[config.mk]
export PLATFORM = sky130hd
export DESIGN_NAME = conv_window_feeder
export DESIGN_NICKNAME = d
export VERILOG_FILES = /design/src/rtl/conv_window_feeder_pkg.sv /design/src/rtl/conv_line_buffer.sv /design/src/rtl/conv_window_feeder.sv
export SDC_FILE = /design/constraint.sdc
export NUM_CORES = 1
export LEC_CHECK = 0
export BUFFER_PORTS_ARGS = -buffer_cell sky130_fd_sc_hd__buf_4
export CAP_MARGIN = 20
export CORE_MARGIN = 5
export CORE_UTILIZATION = 45
export DETAILED_ROUTE_END_ITERATION = 10
export GPL_TIMING_DRIVEN = 0
export HOLD_SLACK_MARGIN = 0.03
export PLACE_DENSITY = 0.66
export SETUP_SLACK_MARGIN = 0.15
export SYNTH_ARGS = -nofsm -noshare
export SYNTH_HDL_FRONTEND = slang
export SYNTH_SLANG_ARGS = --single-unit
[constraint.sdc]
create_clock -name clock -period 3.65 [get_ports clock]
set_input_delay 0.365 -clock clock [delete_from_list [all_inputs] [get_ports clock]]
set_output_delay 0.365 -clock clock [all_outputs]
set_load 0.02 [all_outputs]
[src/rtl/conv_window_feeder_pkg.sv]
// Shared constants and types for the convolution window feeder.
// Kernel and pixel defaults match the mult_adder packing.
package conv_window_feeder_pkg;

  localparam int CWF_KERNEL_SIZE    = 3;
  localparam int CWF_KERNEL_SIZE_SQ = CWF_KERNEL_SIZE * CWF_KERNEL_SIZE;
  localparam int CWF_PIXEL_WIDTH    = 8;

  typedef enum logic [1:0] {
    ST_IDLE = 2'd0,
    ST_LOAD = 2'd1,
    ST_DONE = 2'd2
  } cwf_state_t;

  function automatic int cnt_width(input int n);
    return (n > 1) ? $clog2(n) : 1;
  endfunction

endpackage

[src/rtl/conv_line_buffer.sv]
// One-row pixel delay: dout is the pixel written DEPTH enables ago.
// Contents are not reset; the feeder never exposes stale entries.
module conv_line_buffer #(
  parameter int DEPTH = 8,
  parameter int WIDTH = 8
) (
  input  logic             clock,
  input  logic             en,
  input  logic [WIDTH-1:0] din,
  output logic [WIDTH-1:0] dout
);

  logic [WIDTH-1:0] mem_q [DEPTH];
  logic [WIDTH-1:0] mem_d [DEPTH];

  always_comb begin
    mem_d = mem_q;
    if (en) begin
      mem_d[0] = din;
      for (int i = 1; i < DEPTH; i++) begin
        mem_d[i] = mem_q[i-1];
      end
    end
  end

  always_ff @(posedge clock) begin
    mem_q <= mem_d;
  end

  assign dout = mem_q[DEPTH-1];

endmodule

[src/rtl/conv_window_feeder.sv]
// Raster pixel stream to KxK sliding windows for the mult_adder.
//   state   | meaning
//   IDLE    | waiting for start, pixel_ready low
//   LOAD    | accepting pixels, emitting windows
//   DONE    | frame fully read, draining the last window
module conv_window_feeder
  import conv_window_feeder_pkg::*;
#(
  parameter int KERNEL_SIZE  = CWF_KERNEL_SIZE,
  parameter int PIXEL_WIDTH  = CWF_PIXEL_WIDTH,
  parameter int IMAGE_WIDTH  = 8,
  parameter int IMAGE_HEIGHT = 8
) (
  input  logic                                       clock,
  input  logic                                       reset,
  input  logic                                       start,
  input  logic [PIXEL_WIDTH-1:0]                     pixel_in,
  input  logic                                       pixel_valid,
  output logic                                       pixel_ready,
  output logic [KERNEL_SIZE*KERNEL_SIZE*PIXEL_WIDTH-1:0] window_out,
  output logic                                       window_valid,
  input  logic                                       window_ready,
  output logic                                       frame_done
);

  localparam int K   = KERNEL_SIZE;
  localparam int KSQ = KERNEL_SIZE * KERNEL_SIZE;
  localparam int PW  = PIXEL_WIDTH;
  localparam int RW  = cnt_width(IMAGE_HEIGHT);
  localparam int CW  = cnt_width(IMAGE_WIDTH);

  cwf_state_t          state_q, state_d;
  logic [RW-1:0]       row_q, row_d;
  logic [CW-1:0]       col_q, col_d;
  logic                wv_q, wv_d;
  logic [KSQ*PW-1:0]   wout_q, wout_d;
  logic                fd_q, fd_d;
  logic [PW-1:0]       win_q [KSQ];
  logic [PW-1:0]       win_d [KSQ];
  logic [PW-1:0]       lb_in  [K-1];
  logic [PW-1:0]       lb_out [K-1];
  logic [PW-1:0]       col_in [K];
  logic                accept;
  logic                last_px;
  logic                last_col;
  logic                win_pos;

  // Line buffer j delays by j+1 rows; the chain feeds oldest rows to the top.
  for (genvar j = 0; j < K-1; j++) begin : g_lb
    if (j == 0) begin : g_first
      assign lb_in[j] = pixel_in;
    end else begin : g_chain
      assign lb_in[j] = lb_out[j-1];
    end
    conv_line_buffer #(
      .DEPTH (IMAGE_WIDTH),
      .WIDTH (PW)
    ) u_lb (
      .clock (clock),
      .en    (accept),
      .din   (lb_in[j]),
      .dout  (lb_out[j])
    );
  end

  always_comb begin
    col_in[K-1] = pixel_in;
    for (int wr = 0; wr < K-1; wr++) begin
      col_in[wr] = lb_out[K-2-wr];
    end
  end

  assign pixel_ready = (state_q == ST_LOAD) && !(wv_q && !window_ready);
  assign accept      = pixel_valid && pixel_ready;
  assign last_col    = (col_q == CW'(IMAGE_WIDTH-1));
  assign last_px     = last_col && (row_q == RW'(IMAGE_HEIGHT-1));
  assign win_pos     = (int'(row_q) >= K-1) && (int'(col_q) >= K-1);

  always_comb begin
    state_d = state_q;
    row_d   = row_q;
    col_d   = col_q;
    wv_d    = wv_q;
    wout_d  = wout_q;
    fd_d    = 1'b0;
    win_d   = win_q;

    case (state_q)
      ST_IDLE: begin
        if (start) begin
          state_d = ST_LOAD;
          row_d   = '0;
          col_d   = '0;
        end
      end
      ST_LOAD: begin
        if (accept && last_px) state_d = ST_DONE;
      end
      ST_DONE: begin
        if (!wv_q || window_ready) begin
          state_d = ST_IDLE;
          fd_d    = 1'b1;
        end
      end
      default: state_d = ST_IDLE;
    endcase

    if (wv_q && window_ready) wv_d = 1'b0;

    if (accept) begin
      if (last_col) begin
        col_d = '0;
        row_d = last_px ? '0 : row_q + 1'b1;
      end else begin
        col_d = col_q + 1'b1;
      end
      for (int wr = 0; wr < K; wr++) begin
        for (int wc = 0; wc < K-1; wc++) begin
          win_d[wr*K+wc] = win_q[wr*K+wc+1];
        end
        win_d[wr*K+K-1] = col_in[wr];
      end
      // Only complete, in-row neighbourhoods are published.
      if (win_pos) begin
        wv_d = 1'b1;
        for (int i = 0; i < KSQ; i++) begin
          wout_d[i*PW +: PW] = win_d[i];
        end
      end
    end
  end

  always_ff @(posedge clock or negedge reset) begin
    if (!reset) begin
      state_q <= ST_IDLE;
      row_q   <= '0;
      col_q   <= '0;
      wv_q    <= 1'b0;
      wout_q  <= '0;
      fd_q    <= 1'b0;
    end else begin
      state_q <= state_d;
      row_q   <= row_d;
      col_q   <= col_d;
      wv_q    <= wv_d;
      wout_q  <= wout_d;
      fd_q    <= fd_d;
    end
  end

  always_ff @(posedge clock) begin
    win_q <= win_d;
  end

  assign window_out   = wout_q;
  assign window_valid = wv_q;
  assign frame_done   = fd_q;

endmodule

==> results of run 1 <==
cell type report:
type | instances | share of cell area, %
timing repair buffer | 97 | 8.17
buffer | 8 | 0.869
clock buffer | 34 | 7.04
multi-input combinational | 108 | 13.9
tap | 225 | 2.92
sequential | 226 | 66.1
inverter | 3 | 0.169
clock inverter | 10 | 0.830
worst max-delay path, delay by kind of cell, from the launching register on:
| kind | cells | cell delay (ps) |
|---|---|---|
| flip-flops | 1 | 390 |
| AND/OR/NAND/NOR | 2 | 530 |
| multiplexers | 1 | 310 |
| AO/OA/AOI/OAI | 1 | 420 |
| buffers and inverters | 3 | 910 |
registers in the layout, summed over array words and instances, names as in the netlist:
name and cells:
state_q 2, window_out 72, win_q 32, frame_done 1, col_q 3, window_valid 1
g_lb.u_lb.mem_q 96, g_lb.u_lb.dout 16, row_q 3
how the worst max path moves through the flow:
stage	to
6_report	window_out[27]
3_3_place_gp	window_out[47]
3_5_place_dp	window_out[48]
2_1_floorplan	window_out[10]
4_1_cts	window_out[27]
5_1_grt	window_out[31]
metal layers:
metal  share of wire [%]  vias up
li1                    -     1547
met1                  43     1742
met2                  47       90
met3                 6.9       27
met4                 3.0        0
met5                   0        -
per-stage QoR:
step                      hold slack (ps)  setup slack [ps]
after floorplan                      69.4               787
after global placement                401               155
after detailed placement              405               819
after CTS                            48.4               885
after global routing                 51.2               751
final                                75.8               955
cells in the final DEF, fill, tap and decap left out, drive strengths merged, types with 6 or more instances in the layout:
cell and n:
buf 97, clkbuf 34, clkinv 8, dfrtp 82, dlygate4sd3 8, edfxtp 144, ha 6, mux2 72
nand3 6
power groups by stage:
| stage | clock network (mW) | registers [mW] | logic (mW) |
|---|---|---|---|
| 2_1_floorplan | 0 | 4.35 | 1.19 |
| 3_3_place_gp | 0 | 3.90 | 2.57 |
| 5_1_grt | 2.49 | 3.96 | 2.75 |
| 6_report | 2.30 | 3.87 | 2.59 |
| 3_5_place_dp | 0 | 3.92 | 2.63 |
| 4_1_cts | 2.38 | 3.89 | 2.64 |
cell families after synthesis:
logic type	after synthesis
compound gates	8
fa+ha+maj	6
buf+inv	11
flops	226
mux	72
simple gates	22
timing repair:
item,4_1_cts,5_1_grt
hold endpoints to repair,7,34
buffers inserted,0,0
resized for setup,0,0
hold buffers,7,1
setup endpoints to repair,0,0
==> impl_metrics.env, run 1 <==
export IMPL_synthTopCellsByArea="edfxtp_1, dfrtp_1, mux2_4"
export IMPL_ioPinCount=88
export IMPL_crit_type="reg -> reg"
export IMPL_syn_inst=345
export IMPL_arrival_ps=3070
export IMPL_cts_root_buf="clkbuf_16"
export IMPL_drt_iter0_drc=200
export IMPL_synth_async_reset_ratio_pct=36.3
export IMPL_multi_input_area_um2=1340
export IMPL_pwr_share_clk_pct=26.3
export IMPL_routedWlPerCell_um=16.9
export IMPL_leakagePower_nw=4.09
export IMPL_endpoint_kind="flop"
export IMPL_pwr_share_comb_pct=29.6
export IMPL_grt_pass1_wl_mm=19.5
export IMPL_power_density_nw_per_um2=909
export IMPL_drv_slew=0
export IMPL_setup_violations_final=0
export IMPL_placementRows=48
export IMPL_min_to="win_q[7]"
export IMPL_synth_edf_count=144
export IMPL_rr_endpoint="window_out[27]"
export IMPL_synth_largest_area_cell="edfxtp_1"
export IMPL_synth_area_um2=7810
export IMPL_synthSimpleGateAreaFrac_pct=1.54
export IMPL_reg2reg_depth=7
export IMPL_synth_top_family_by_area="multiplexers"
export IMPL_synthMuxAreaShare_pct=13.7
export IMPL_cts_buffer_depth=3
export IMPL_yosys_warnings=0
export IMPL_first_global_vias=3673
export IMPL_hold_viol_final=0
export IMPL_insertion_delay_ps=500
export IMPL_maxCapViolCount=0
export IMPL_placed_cell_area_um2=8780
export IMPL_r2r_slack_ps=960
export IMPL_startpoint_type="flop"
export IMPL_holdCritStartpoint="pixel_in[7]"
export IMPL_drcViolationCount=0
export IMPL_p_switching_mw=2.49
export IMPL_yosysTopAreaCellShare_pct=55.4
export IMPL_synthFlopType="edfxtp_1"
export IMPL_synth_cell_type_count=22
export IMPL_first_pass_iters=4
export IMPL_syn_nets=364
export IMPL_gr_usage_met2_pct=19.4
export IMPL_critical_path_startpoint="window_valid"
export IMPL_cp_max_fo=69
export IMPL_skew_ps=10.4
export IMPL_crit_chain="nor2b_1 > or3b_1 > buf_2 > clkinv_4 > o311ai_4 > buf_6 > mux2_4"
export IMPL_place_hpwl_mm=7.02
export IMPL_grt_usage_pct=12.0
export IMPL_dr_total_vias=3406
export IMPL_rsz0062_at_grt="no"
export IMPL_fin_util_pct=56.1
export IMPL_dp_cells=658
export IMPL_insertedDiodeCount=0
export IMPL_seq_area_frac_synth_pct=81.6
export IMPL_status="complete, no violations"
export IMPL_cts_tree="done"
export IMPL_port_buffers=87
export IMPL_initial_core_util_pct=45.5
export IMPL_yosysMostFrequentCell="edfxtp_1"
export IMPL_drt_wl_total_mm=12.0
export IMPL_syn_avg_cell_area_um2=22.6
export IMPL_critPathMaxStageDelay_ps=450
export IMPL_fmax_mhz=371
export IMPL_synth_xor_area_share_pct=0
export IMPL_fin_crit_sh_pct=73.8
export IMPL_synthAdderAreaFrac_pct=0.961
export IMPL_ys_ff_latch=226
export IMPL_cts_clk_slew_worst_paths_ps=60
export IMPL_r2r_start="window_valid"
export IMPL_cts_sinks=226
export IMPL_via_per_inst=4.79
export IMPL_drive_above_1_share_pct=42.6
export IMPL_met1_usage_pct=15.4
export IMPL_switching_share_pct=28.4
export IMPL_die_area_um2=20100
export IMPL_fill_cells=1337
export IMPL_min_period_ps=2690
export IMPL_peakVddDrop_v=0.000471
export IMPL_gp_congestion=0.762
export IMPL_stdcell_area_um2=9640
export IMPL_required_ps=4030
export IMPL_ys_top_cells_by_count="edfxtp_1, dfrtp_1, mux2_4"
export IMPL_nets=487
export IMPL_cts_max_level=1
export IMPL_overflow=0
export IMPL_hold_class="in -> reg"
export IMPL_synth_compound_area_share_pct=0.945
export IMPL_core_area_um2=17200
export IMPL_worstMarginPinSlew_ps=859
export IMPL_numCtsBuffers=24
export IMPL_fin_setup_tns_ps=0
export IMPL_power_total_mw=8.77
export IMPL_slew_headroom_pct=42.6
export IMPL_grt_start_max_net_pins=83
export IMPL_finalNonFillerCells=711
export IMPL_p_seq_share_pct=44.2
export IMPL_intPower_mw=6.28
export IMPL_die_h_um=142
export IMPL_fp_dieW_um=142
export IMPL_area_growth_pct=23.5
export IMPL_seq_area_um2=6380
export IMPL_slowest_stage="clkinv_4"
export IMPL_hold_depth=1
export IMPL_met3_usage_pct=4.21
export IMPL_antenna_found_initial=0
export IMPL_grt_busiest_layer="met2"
export IMPL_ant_nets=0
Note: power is estimated with default switching activity, not from simulation.
==> inputs of run 2 (changes only) <==
Clock period 3.65 ns to 2.2 ns, I/O delays scaled along.
==> run 2 against run 1 <==
- fmax increased by 32%
- setup slack worse by 800 ps
- combinational power rose by 78%
- die area unchanged
- first-iteration DRC count rose by 15%
- final cell count increased by 2.1%
- register-to-register slack worse by 800 ps
- utilization is 2.0 points higher
- clock skew increased by 12 ps
- via count up 2.6%
- count of clock-buffer cells in the layout unchanged
- highest routed layer unchanged
==> impl_metrics.env, run 2 (synthesis gave the netlist of run 1 again) <==
export IMPL_status="complete, no violations"
export IMPL_insertion_delay_ps=500
export IMPL_drt_iter0_drc=230
export IMPL_area_growth_pct=27.8
export IMPL_crit_type="reg -> reg"
export IMPL_drcViolationCount=0
export IMPL_fin_crit_sh_pct=92.8
export IMPL_numCtsBuffers=23
export IMPL_max_flop_register="g_lb.u_lb.mem_q"
export IMPL_final_cell_mix="edfxtp_1, buf_4, dfrtp_1"
export IMPL_insertedDiodeCount=0
export IMPL_gp_congestion=0.684
export IMPL_drv_slew=0
export IMPL_place_ws_ps=-412
export IMPL_maxCapViolCount=0
export IMPL_ioPinCount=88
export IMPL_cts_max_level=1
export IMPL_setup_violations_final=0
export IMPL_fp_dieW_um=142
export IMPL_die_h_um=142
export IMPL_min_period_ps=2040
export IMPL_fmax_mhz=490
export IMPL_cts_clk_slew_worst_paths_ps=60
export IMPL_placementRows=48
export IMPL_required_ps=2580
export IMPL_cts_tree="done"
export IMPL_grt_usage_pct=12.7
export IMPL_port_buffers=87
export IMPL_ant_nets=0
export IMPL_fill_cells=1282
export IMPL_critPathMaxStageDelay_ps=420
export IMPL_drt_wl_total_mm=12.7
export IMPL_startpoint_type="flop"
export IMPL_fin_ws_ps=158
export IMPL_routedWlPerCell_um=17.5
export IMPL_initial_core_util_pct=45.5
export IMPL_cts_sinks=226
export IMPL_antenna_found_initial=0
export IMPL_overflow=0
export IMPL_placed_cell_area_um2=8810
export IMPL_nets=503
export IMPL_grt_start_max_net_pins=74
export IMPL_cp_max_fo=10
export IMPL_power_density_nw_per_um2=1510
export IMPL_slowest_stage="or3_1"
export IMPL_die_area_um2=20100
export IMPL_leakagePower_nw=4.25
export IMPL_endpoint_kind="flop"
export IMPL_core_area_um2=17200
export IMPL_cts_root_buf="clkbuf_16"
export IMPL_largest_reg_flops=96
export IMPL_mostFrequentLayoutCell="edfxtp_1"
export IMPL_slew_headroom_pct=64.2
export IMPL_holdWs_ps=112
export IMPL_skew_ps=22.0
export IMPL_via_per_inst=4.81
export IMPL_cts_buffer_depth=3
export IMPL_first_global_vias=3710
export IMPL_first_pass_iters=4
export IMPL_place_hpwl_mm=7.02
export IMPL_peakVddDrop_v=0.000871
export IMPL_rsz0062_at_grt="yes"
export IMPL_arrival_ps=2430
export IMPL_worstMarginPinSlew_ps=537
export IMPL_hold_viol_final=0
export IMPL_grt_pass1_wl_mm=20.0
export IMPL_drive_above_1_share_pct=45.1
export IMPL_dr_total_vias=3493
export IMPL_fin_setup_tns_ps=0
export IMPL_stdcell_area_um2=9980
export IMPL_hold_class="in -> reg"
export IMPL_crit_chain="inv_1 > ha_1 > or3_1 > o311ai_4 > clkbuf_16 > buf_6 > mux2_4"
-- run 2: changes by cell type in the layout (fill, tap and decap cells not counted), moves of 3 or more --
cell      before  now
clkinv_8       0    3
buf_4         87   96
buf_12         0    4
buf_6          7    3
clkbuf_8       2    5
clkinv_2       6    2
-- run 2: final timing paths --
path                                               end  cells past startpoint              startpoint  slack [ps]
min in group asynchronous                window_out[0]                      2                   reset         260
worst min-delay path                        state_q[0]                      3                   start         110
worst min register to register  g_lb[0].u_lb.mem_q[38]                      0  g_lb[0].u_lb.mem_q[46]         420
worst max-delay path                    window_out[70]                      7                row_q[0]         160
max in group asynchronous                 window_valid                      3                   reset        1310
worst max register to register          window_out[70]                      7                row_q[0]         160
-- run 2: area by class of cell --
cell class	instances	area [um2]	area share [%]
Inverter	3	37.5	0.376
Sequential cell	226	6380	63.9
Clock inverter	8	120	1.20
Buffer	8	136	1.37
Timing Repair inverter	3	48.8	0.489
Multi-Input combinational cell	108	1360	13.6
Tap cell	225	282	2.82
Clock buffer	34	688	6.90
Timing Repair Buffer	111	933	9.35
-- run 2: what timing repair did --
item / CTS / global route
gates cloned: 5 / 1
setup buffers: 6 / 4
pin swaps: 1 / 0
gates resized for setup: 8 / 9
setup endpoints to repair: 73 / 69
hold buffers: 10 / 0
hold endpoints to repair: 55 / 0
-- run 2: power breakdown --
| group | switching [mW] | internal [mW] |
|---|---|---|
| sequential | 0.618 | 5.82 |
| combinational | 2.08 | 2.54 |
| clock | 1.51 | 2.52 |
-- run 2: routing by layer --
layer,GRT usage [%],wire length [um],vias up
met5,0,0,-
met3,3.98,900,25
met4,3.43,299,0
met2,20.9,6030,103
met1,16.4,5500,1774
li1,-,-,1591
-- run 2: stage by stage --
stage	cells	power [mW]	util, %
after global placement	657	10.7	51.2
final	726	15.1	58.1
after global routing	726	15.8	58.1
after detailed placement	658	10.9	51.3
after floorplan	345	9.20	-
after CTS	721	15.2	57.6
-- run 2: critical path, delay by kind of cell, from the launching register on --
kind	cells	cell delay, ps
AND/OR/NAND/NOR	1	420
AO/OA/AOI/OAI	1	130
adder cells (fa/ha/maj)	1	180
multiplexers	1	320
flip-flops	1	390
buffers and inverters	3	480
==> inputs of run 3 (changes only) <==
Settings changed: ABC_AREA set to 1.
==> run 3 against run 2 <==
- fmax up 7.3%
- sequential share of layout area up 2.5 points
- non-clock buffer count down 6
- final cell count up 22%
- sequential power down 7.8%
- flip-flop and latch count unchanged
- combinational power down 47%
- largest cell class unchanged
==> impl_metrics.env, run 3 <==
export IMPL_status="complete, no violations"
export IMPL_core_area_um2=17100
export IMPL_cts_sinks=226
export IMPL_antenna_found_initial=0
export IMPL_intPower_mw=8.86
export IMPL_pwr_share_clk_pct=31.8
export IMPL_drcViolationCount=0
export IMPL_setup_violations_final=0
export IMPL_cts_tree="done"
export IMPL_yosysTopAreaCellShare_pct=56.0
export IMPL_stdcell_area_um2=9600
export IMPL_ant_nets=0
export IMPL_cts_root_buf="clkbuf_16"
export IMPL_place_ws_ps=91.0
export IMPL_die_area_um2=19900
export IMPL_leakagePower_nw=4.33
export IMPL_initial_core_util_pct=45.3
export IMPL_grt_start_max_net_pins=83
export IMPL_grt_usage_pct=13.2
export IMPL_ys_ff_latch=226
export IMPL_placed_cell_area_um2=8690
export IMPL_insertion_delay_ps=500
export IMPL_seq_area_frac_synth_pct=82.5
export IMPL_routedWlPerCell_um=14.9
export IMPL_numCtsBuffers=24
export IMPL_grt_pass1_wl_mm=21.1
export IMPL_drt_iter0_drc=177
export IMPL_drt_wl_total_mm=13.2
export IMPL_min_period_ps=1900
export IMPL_power_total_mw=12.3
export IMPL_synth_edf_count=144
export IMPL_startpoint_type="flop"
export IMPL_dp_cells=828
export IMPL_first_pass_iters=4
export IMPL_pwr_share_comb_pct=20.0
export IMPL_p_seq_share_pct=48.3
export IMPL_gp_congestion=0.736
export IMPL_synthTopCellsByArea="edfxtp_1, dfrtp_1, nand2_1"
export IMPL_cts_max_level=1
export IMPL_yosys_warnings=0
export IMPL_crit_type="reg -> reg"
export IMPL_synth_cell_type_count=19
export IMPL_crit_chain="nor2_4 > nand3_4 > clkinv_8 > buf_16"
export IMPL_cts_clk_slew_worst_paths_ps=60
export IMPL_slowest_stage="dfrtp_1"
export IMPL_largest_reg_flops=96
export IMPL_fp_dieW_um=141
export IMPL_final_cell_mix="nand2_1, edfxtp_1, buf_4"
export IMPL_area_growth_pct=24.2
export IMPL_endpoint_kind="flop"
export IMPL_maxCapViolCount=0
export IMPL_mostFrequentLayoutCell="nand2_1"
export IMPL_hold_class="in -> reg"
export IMPL_syn_avg_cell_area_um2=15.0
export IMPL_slew_headroom_pct=59.1
export IMPL_nets=659
export IMPL_synth_area_um2=7730
export IMPL_skew_ps=16.0
export IMPL_dr_total_vias=4076
export IMPL_syn_inst=515
export IMPL_placementRows=48
export IMPL_switching_share_pct=28.0
export IMPL_critPathMaxStageDelay_ps=430
export IMPL_holdWs_ps=124
export IMPL_peakVddDrop_v=0.000763
export IMPL_synth_largest_area_cell="edfxtp_1"
export IMPL_synth_async_reset_ratio_pct=36.3
export IMPL_worstMarginPinSlew_ps=613
export IMPL_cts_setup_buffers=0
export IMPL_max_flop_register="g_lb.u_lb.mem_q"
export IMPL_rsz0062_at_grt="no"
export IMPL_die_h_um=141
export IMPL_ys_top_cells_by_count="nand2_1, edfxtp_1, dfrtp_1"
export IMPL_hold_viol_final=0
export IMPL_port_buffers=87
export IMPL_fin_ws_ps=296
export IMPL_drv_slew=0
export IMPL_syn_nets=534
export IMPL_fin_util_pct=56.3
export IMPL_ioPinCount=88
export IMPL_fin_crit_sh_pct=86.5
export IMPL_arrival_ps=2050
export IMPL_fin_setup_tns_ps=0
export IMPL_first_global_vias=4159
export IMPL_yosysMostFrequentCell="nand2_1"
export IMPL_finalNonFillerCells=883
export IMPL_required_ps=2350
export IMPL_power_density_nw_per_um2=1280
export IMPL_cp_num_buf_inv=2
export IMPL_cp_top_family="buffers and inverters"
export IMPL_p_switching_mw=3.44
export IMPL_place_hpwl_mm=8.22
export IMPL_overflow=0
export IMPL_via_per_inst=4.62
export IMPL_cp_max_fo=75
export IMPL_insertedDiodeCount=0
export IMPL_drive_above_1_share_pct=23.6
export IMPL_synthFlopType="edfxtp_1"
export IMPL_fmax_mhz=525
export IMPL_cts_buffer_depth=3
-- run 3: changes by cell type in the layout (fill, tap and decap cells not counted), moves of 9 or more --
cell and delta:
mux2_4 -69, buf_4 -9, inv_1 +9, nand2_1 +219, buf_6 +11, nand2_2 +9
-- run 3: per-layer routing --
metal  track usage (%)  wire length [um]
met4              3.57               267
met3              3.93               907
met5                 0                 0
met1              17.4              5720
met2              21.4              6260
-- run 3: what timing repair did --
| action | 4_1_cts | 5_1_grt |
|---|---|---|
| hold buffers | 10 | 0 |
| endpoints found under the setup margin | 75 | 75 |
| resized for setup | 1 | 1 |
| endpoints found under the hold margin | 100 | 0 |
-- run 3: cell families after synthesis --
family / after synthesis / synth area share, %
AOI/OAI and AO/OA: 3 / 0.227
adders and majority gates: 6 / 0.972
buffers and inverters: 28 / 2.72
DFF: 226 / 82.5
and+or+nand+nor: 252 / 13.6
-- run 3: layout make-up --
cell class	count	area, um2
clock inverter	9	95.1
tap	225	282
sequential	226	6380
buffer	14	158
fill	1385	7460
inverter	14	65.1
timing repair buffer	99	801
clock buffer	35	683
multi-input combinational	261	1140
-- run 3: path summary, 6_finish.rpt --
kind                                   startpoint                     end  slack, ps  depth (start not counted)
max                                    state_q[1]  g_lb[1].u_lb.mem_q[43]        300                          4
min                                         start              state_q[0]        120                          3
max reg2reg                            state_q[1]  g_lb[1].u_lb.mem_q[43]        300                          4
min reg2reg                g_lb[0].u_lb.mem_q[45]  g_lb[0].u_lb.mem_q[37]        410                          0
max in group asynchronous                   reset          window_out[26]       1290                          3
min in group asynchronous                   reset           window_out[5]        270                          2
-- run 3: power by group through the flow --
stage	Combinational [mW]	Clock, mW	Sequential (mW)
2_1_floorplan	0.795	0	6.51
3_3_place_gp	2.41	0	5.97
3_5_place_dp	2.48	0	6.01
4_1_cts	2.50	4.02	5.94
5_1_grt	2.69	4.21	6.03
6_report	2.46	3.91	5.94
-- run 3: tightest hold or removal path, stage by stage --
cell	delay (ps)
buf_4	110
nand3_1	180
nand2_1	80
